File: config.mk
export PLATFORM = sky130hd
export DESIGN_NAME = my_uart_tx
export DESIGN_NICKNAME = d
export VERILOG_FILES = /design/src/rtl/my_uart_tx.sv
export SDC_FILE = /design/constraint.sdc
export NUM_CORES = 1
export LEC_CHECK = 0
export CORE_ASPECT_RATIO = 0.8
export CORE_MARGIN = 5
export CORE_UTILIZATION = 48
export DETAILED_ROUTE_END_ITERATION = 8
export PLACE_DENSITY = 0.78
export REMOVE_ABC_BUFFERS = 1
export SLEW_MARGIN = 20
export SYNTH_ARGS = -nofsm -noshare
export SYNTH_HDL_FRONTEND = slang
export SYNTH_SLANG_ARGS = --single-unit
export TNS_END_PERCENT = 1
File: constraint.sdc
create_clock -name clk -period 1.8 [get_ports clk]
set_input_delay 0.54 -clock clk [delete_from_list [all_inputs] [get_ports clk]]
set_output_delay 0.54 -clock clk [all_outputs]
set_load 0.01 [all_outputs]
File: src/rtl/my_uart_tx.sv
`timescale 1ns/1ps
// UART transmitter: 8 data bits LSB first, 1 stop bit, one byte per valid/ready handshake.
// Define UART_TX_PARITY_EN to insert a parity bit (sense set by PARITY_ODD) before the stop bit.
module my_uart_tx #(
    parameter int CLK_DIV    = 5208,
    parameter bit PARITY_ODD = 1'b0
) (
    input  logic       clk,
    input  logic       rst_n,
    input  logic [7:0] tx_data,
    input  logic       tx_valid,
    output logic       tx_ready,
    output logic       rs232_tx,
    output logic       tx_busy,
    output logic       tx_done
);
    localparam int BW = (CLK_DIV > 1) ? $clog2(CLK_DIV) : 1;
    localparam logic [BW-1:0] BAUD_LAST = BW'(CLK_DIV - 1);

    typedef enum logic [2:0] {
        S_IDLE  = 3'd0,
        S_START = 3'd1,
        S_DATA  = 3'd2,
`ifdef UART_TX_PARITY_EN
        S_PAR   = 3'd3,
`endif
        S_STOP  = 3'd4
    } state_t;

    state_t          state_q;
    logic [BW-1:0]   baud_q;
    logic [BW-1:0]   baud_d;
    logic [2:0]      bit_idx_q;
    logic [7:0]      shift_q;
    logic            tx_q;
    logic            ready_q;
    logic            busy_q;
    logic            done_q;
    logic            bit_end;
`ifdef UART_TX_PARITY_EN
    logic            parity_q;
`endif

    assign baud_d  = baud_q + 1'b1;
    assign bit_end = (baud_q == BAUD_LAST);

    always_ff @(posedge clk) begin
        if (!rst_n) begin
            state_q   <= S_IDLE;
            baud_q    <= '0;
            bit_idx_q <= '0;
            shift_q   <= '0;
            tx_q      <= 1'b1;
            ready_q   <= 1'b1;
            busy_q    <= 1'b0;
            done_q    <= 1'b0;
`ifdef UART_TX_PARITY_EN
            parity_q  <= 1'b0;
`endif
        end else begin
            done_q <= 1'b0;
            case (state_q)
                S_IDLE: begin
                    if (tx_valid && ready_q) begin
                        shift_q   <= tx_data;
                        tx_q      <= 1'b0;
                        ready_q   <= 1'b0;
                        busy_q    <= 1'b1;
                        baud_q    <= '0;
                        bit_idx_q <= '0;
                        state_q   <= S_START;
`ifdef UART_TX_PARITY_EN
                        parity_q  <= (^tx_data) ^ PARITY_ODD;
`endif
                    end
                end
                S_START: begin
                    if (bit_end) begin
                        baud_q  <= '0;
                        tx_q    <= shift_q[0];
                        shift_q <= {1'b0, shift_q[7:1]};
                        state_q <= S_DATA;
                    end else begin
                        baud_q <= baud_d;
                    end
                end
                S_DATA: begin
                    if (bit_end) begin
                        baud_q    <= '0;
                        // 3-bit index wraps 7->0 as the last data bit finishes
                        bit_idx_q <= bit_idx_q + 3'd1;
                        if (bit_idx_q == 3'd7) begin
`ifdef UART_TX_PARITY_EN
                            tx_q    <= parity_q;
                            state_q <= S_PAR;
`else
                            tx_q    <= 1'b1;
                            state_q <= S_STOP;
`endif
                        end else begin
                            tx_q    <= shift_q[0];
                            shift_q <= {1'b0, shift_q[7:1]};
                        end
                    end else begin
                        baud_q <= baud_d;
                    end
                end
`ifdef UART_TX_PARITY_EN
                S_PAR: begin
                    if (bit_end) begin
                        baud_q  <= '0;
                        tx_q    <= 1'b1;
                        state_q <= S_STOP;
                    end else begin
                        baud_q <= baud_d;
                    end
                end
`endif
                S_STOP: begin
                    // Line stays high in IDLE, so a back-to-back stop bit stretches by one clock
                    if (bit_end) begin
                        baud_q  <= '0;
                        ready_q <= 1'b1;
                        busy_q  <= 1'b0;
                        done_q  <= 1'b1;
                        state_q <= S_IDLE;
                    end else begin
                        baud_q <= baud_d;
                    end
                end
                default: begin
                    state_q <= S_IDLE;
                    tx_q    <= 1'b1;
                    ready_q <= 1'b1;
                    busy_q  <= 1'b0;
                    baud_q  <= '0;
                end
            endcase
        end
    end

    assign rs232_tx = tx_q;
    assign tx_ready = ready_q;
    assign tx_busy  = busy_q;
    assign tx_done  = done_q;

endmodule
==> reports/results.ini, run 1 <==
[timing]
final-hold-violation-count = 0
finalSetupViolations = 1
finClkSkew_ns = 0.00891
whs_ns = 0.458
final_max_slew_viol_count = 0
fmax_mhz = 552
relSlewSlack = 0.638
fin_crit_sh = 1.01
worst_slew_pin_slew_ns = 0.543
rsz0062_at_grt = true
final.setup.worst_slack_ns = -0.0113
period_minus_slack_ns = 1.81

[synth]
synth-main-ff-cell = dfxtp_1
yosysUniqueCellTypes = 47
netlist.top_cell.by_area = dfxtp_1
postSynthAreaPerCell_sq_um = 8.55
synth-edff-count = 0
async_flop_share = 0
seq_area_frac_synth = 0.370
yosys_warnings = 0
ys_seq_elements = 31
synth.area.top_cells = dfxtp_1 37%, mux2i_1 6.6%, nand2_1 5.8%, o21a_1 4.0%, xnor2_1 3.7%
synthesis.area_sq_mm = 0.00168
synth_cells = 196
yosysTopAreaCellShare = 0.370

[floorplanning]
die_h_um = 62.8
num_io_pins = 15
start_util = 0.493
die_w_um = 76.1
die_area_sq_mm = 0.00478
row_count = 19
coreArea_sq_mm = 0.00340

[setup_path]
cp-startpoint = baud_q[5]
rrSetupSlack_ns = -0.01
cp-end-kind = register
crit_type = register to register
cp_max_fo = 4
crit_arrival_ns = 2.02
r2r-start = baud_q[5]
worstRegToRegCells = 4
worst_setup_path_start_kind = register
r2r_end = baud_q[11]
crit_required_ns = 2.01
endpoint = baud_q[11]

[global_route]
grt_usage = 0.172
antenna_found_initial = 0
grt_overflow = 0
grt_pass1_wl_um = 6710
grt_pass1_vias = 1469
grt_max_degree = 17

[route]
drtIter0Drc = 126
drc_errors = 0
ant_nets = 0
drt_wl_total_um = 4300
vias_per_cell = 5.69
wl_per_cell_um = 15.0
via_count = 1632
drtPass1Iterations = 4

[run_status]
violations = setup timing
status = finished, violations left

[clocking]
clock_path_buffers = 2
clkTransAtPathRegs_ns = 0.07
root_buffer = clkbuf_8
cts_tree = done
cts.sinks = 31
insertion_delay_ns = 0.29
htreeDepth = 2
cts_buffers = 5

[power_and_ir_drop]
power_density_mw_per_mm2 = 814
power.leakage_nw = 0.920
finalPower_mw = 1.90
peakVddDrop_v = 0.000558

[cells_and_area]
drive_gt1_frac = 0.310
n_antenna_cell = 0
fin_nets = 258
area_growth_pct = 38.9

[placed_design]
port_buffers = 14
post-dp-hpwl_um = 2790
place.gp.congestion = 0.902

[hold_path]
hp-class = register to register

[run]
max-cap-violations = 0

==> state kept, by name, indices dropped and copies added, names as in the netlist <==
| signal | flops |
|---|---|
| tx_busy | 1 |
| bit_idx_q | 3 |
| baud_q | 13 |
| tx_done | 1 |
| rs232_tx | 1 |
| state_q | 3 |
| shift_q | 8 |
| tx_ready | 1 |
==> worst max-delay path, cell delays in order, from the launching register on <==
cell and delay [ns]:
dfxtp_2 0.37, nand4_4 0.10, or4_4 0.54, or4_4 0.50, a211oi_2 0.22
==> repair_timing <==
action / CTS / global route
setup buffers: 0 / 1
gates resized for setup: 13 / 14
endpoints found under the setup margin: 23 / 22
pin swaps: 1 / 0
hold buffers: 0 / 0
==> cell usage in the layout, fill, tap and decap left out, drive strengths merged, types with 2 or more instances in the layout <==
cell           instances
ha                     3
clkdlybuf4s50         12
clkbuf                 8
dfxtp                 31
nor3                  10
buf                   40
nand3                  7
xor2                   2
a21oi                  6
o21ai                 12
o21a                   9
nand2                 26
nor2                   8
o211ai                 3
and3                   3
nor4                   4
xnor2                  7
nand4                  4
or4                    2
a211oi                 3
inv                    3
mux2i                 11
nor3b                  7
==> how the worst min path moves through the flow <==
| stage | from | end | depth (start not counted) |
|---|---|---|---|
| 2_1_floorplan | shift_q[1] | shift_q[1] | 2 |
| 4_1_cts | shift_q[2] | shift_q[2] | 2 |
| 5_1_grt | shift_q[2] | shift_q[2] | 2 |
| 3_3_place_gp | shift_q[2] | shift_q[2] | 2 |
| 3_5_place_dp | shift_q[2] | shift_q[2] | 2 |
| 6_report | shift_q[2] | shift_q[2] | 2 |
==> report_power, final <==
group / leakage [nW] / switching (mW) / internal (mW)
logic: 0.613 / 0.237 / 0.259
registers: 0.256 / 0.0414 / 0.739
clock network: 0.0515 / 0.269 / 0.349
total: 0.920 / 0.547 / 1.35
==> routing by layer <==
layer / track usage / wire length, um / vias up
li1: - / - / 816
met1: 0.234 / 2010 / 760
met2: 0.255 / 1980 / 46
met3: 0.0360 / 183 / 10
met4: 0.0852 / 130 / 0
met5: 0 / 0 / -
==> cell families (layout without fill, tap and decap cells) <==
logic type               Yosys count  after routing  share of synthesized area
AND/OR/NAND/NOR                   79             79                      0.260
multiplexers                      11             11                     0.0657
flip-flops                        31             31                      0.370
XOR/XNOR                           9              9                     0.0471
AO/OA/AOI/OAI                     46             46                      0.195
adder cells (fa/ha/maj)            3              3                     0.0224
buffers and inverters             17             66                     0.0396
==> cell usage after synthesis (all sizes together) (4+ instances only) <==
cell type   n
dfxtp      31
nand2      26
o21ai      12
clkbuf     11
mux2i      11
nor3       10
o21a        9
nor2        8
nand3       7
nor3b       7
xnor2       7
a21oi       6
nand4       4
nor4        4
==> final cells by class <==
class,instances,area [sq um]
Fill cell,265,1070
Multi-Input combinational cell,148,1050
Sequential cell,31,632
Timing Repair Buffer,54,474
Clock buffer,8,100
Tap cell,42,52.6
Inverter,4,15.0
==> through the flow <==
step,cells,utilization,TNS [ns],worst slack [ns],cell area (sq um)
detailed placement,278,0.628,-8.47,-0.411,2130
finish,287,0.685,-0.0113,-0.0113,2330
global route,287,0.685,-0.151,-0.0452,2330
CTS,286,0.666,0,0.00460,2260
floorplan,183,-,-5.06,-0.315,1620
global placement,278,0.628,-7.69,-0.353,2130
Power figures use the tool's default switching activity.
==> run 2: changes to the inputs <==
--- a/config.mk
+++ b/config.mk
@@ -7,10 +7,9 @@
 export LEC_CHECK = 0
 export CORE_ASPECT_RATIO = 0.8
 export CORE_MARGIN = 5
-export CORE_UTILIZATION = 48
+export CORE_UTILIZATION = 40
 export DETAILED_ROUTE_END_ITERATION = 8
-export PLACE_DENSITY = 0.78
-export REMOVE_ABC_BUFFERS = 1
+export PLACE_DENSITY = 0.68
 export SLEW_MARGIN = 20
 export SYNTH_ARGS = -nofsm -noshare
 export SYNTH_HDL_FRONTEND = slang
==> reports/results.ini, run 2 (synthesis results as in run 1) <==
[run_status]
status = complete, no violations

[global_route]
grt_overflow = 0
grt_pass1_wl_um = 6780
antenna_found_initial = 0
grt_usage = 0.160
grt_pass1_vias = 1473
grt_max_degree = 15

[clocking]
clkTransAtPathRegs_ns = 0.06
cts_tree = done
htreeDepth = 2
postCtsHoldBufs = 0
cts_buffers = 5
post_cts_buffers = 0
root_buffer = clkbuf_8
insertion_delay_ns = 0.29
cts.sinks = 31
clock_path_buffers = 2

[cells_and_area]
drive_gt1_frac = 0.318
fin_nets = 258
top_regs = baud_q: 13 flops, shift_q: 8 flops
area_growth_pct = 38.6
n_antenna_cell = 0
top_register = baud_q
final_common_cell = buf_4
postLayoutCoreUtil = 0.563
post-route-cell-area_sq_mm = 0.00232
final_cell_mix = 39 x buf_4, 25 x nand2_1, 20 x dfxtp_1, 13 x clkdlybuf4s50_1, 11 x mux2i_1
largest_reg_flops = 13

[timing]
period_minus_slack_ns = 1.75
finalSetupViolations = 0
fmax_mhz = 571
worst_slew_pin_slew_ns = 0.520
rsz0062_at_grt = true
finClkSkew_ns = 0.00547
fin_crit_sh = 0.973
final_max_slew_viol_count = 0
final-hold-violation-count = 0
relSlewSlack = 0.653

[route]
via_count = 1563
drc_errors = 0
ant_nets = 0
drtPass1Iterations = 4
drtIter0Drc = 62
drt_wl_total_um = 3930
met1_length_um = 2030
wl_met2_um = 1750
met3WireLength_um = 118
top_layer_used = met4
wl_per_cell_um = 13.0
vias_per_cell = 5.18

[setup_path]
crit_type = register to register
cp_max_fo = 3
crit_chain = nand4_4 -> or4_4 -> or3_2 -> a211oi_2
cp_slowest_stage_delay_ns = 0.51
worst_setup_path_start_kind = register
cp-end-kind = register
cp_slowest_cell = or4_4
crit_required_ns = 2.01
crit_arrival_ns = 1.96

[power_and_ir_drop]
power_density_mw_per_mm2 = 767
power.leakage_nw = 0.886
p_sw_frac = 0.293
switching_power_uw = 522
power_frac_seq = 0.433
clockPowerShare = 0.294
peakVddDrop_v = 0.000441
combPwrFrac = 0.273
p_int_mw = 1.26

[run]
max-cap-violations = 0

[floorplanning]
row_count = 21
die_area_sq_mm = 0.00559
start_util = 0.406
coreArea_sq_mm = 0.00413
die_h_um = 67.9
num_io_pins = 15
die_w_um = 82.4

[hold_path]
hp-class = register to register

[synth]
synthesis.nets = 210

[placed_design]
post-dp-hpwl_um = 2870
placed_area_sq_mm = 0.00215
port_buffers = 14
place.gp.congestion = 0.796

[run 2: power by group through the flow]
stage          registers (mW)  clock network [mW]  logic [mW]
2_1_floorplan           0.784                   0       0.276
3_3_place_gp            0.788                   0       0.472
3_5_place_dp            0.788                   0       0.476
4_1_cts                 0.773               0.540       0.481
5_1_grt                 0.776               0.578       0.534
6_report                0.770               0.524       0.486
[run 2: final cells by class]
type,count,area (sq um)
Clock buffer,7,76.3
Clock inverter,1,5.00
Fill cell,393,1800
Inverter,4,15.0
Multi-Input combinational cell,148,1060
Sequential cell,31,644
Tap cell,57,71.3
Timing Repair Buffer,54,452
[run 2: metal layers]
layer	global-route usage	vias to the layer above
met4	0.0498	0
met2	0.229	15
li1	-	820
met1	0.225	724
met5	0	-
met3	0.0513	4
[run 2: repair_timing]
item / in CTS / in global routing
pin swaps: 2 / 2
gates cloned: 0 / 0
resized for setup: 12 / 16
setup endpoints to repair: 25 / 9
[run 2: critical path: cells and delay by family, from the launching register on]
family           cells  cell delay [ns]
AND/OR/NAND/NOR      3             1.09
flip-flops           1             0.38
AO/OA/AOI/OAI        1             0.22
[run 2: worst paths after layout]
| kind | cells after the start | to | slack (ns) | startpoint |
|---|---|---|---|---|
| worst max-delay path | 4 | baud_q[12] | 0.05 | baud_q[5] |
| worst min-delay path | 2 | shift_q[5] | 0.46 | shift_q[5] |
| worst max register to register | 4 | baud_q[12] | 0.05 | baud_q[5] |
| worst min register to register | 2 | shift_q[5] | 0.46 | shift_q[5] |
[run 2: per-stage QoR]
step | TNS (ns) | std cells | power (mW) | hold slack, ns | worst slack, ns
6_report | 0 | 302 | 1.78 | 0.458 | 0.0484
5_1_grt | -0.00325 | 302 | 1.89 | 0.491 | -0.00325
4_1_cts | 0 | 302 | 1.79 | 0.459 | 0.00142
3_5_place_dp | -8.12 | 294 | 1.26 | 0.449 | -0.377
3_3_place_gp | -7.96 | 294 | 1.26 | 0.444 | -0.369
2_1_floorplan | 0 | 196 | 1.06 | 0.434 | 0.0141
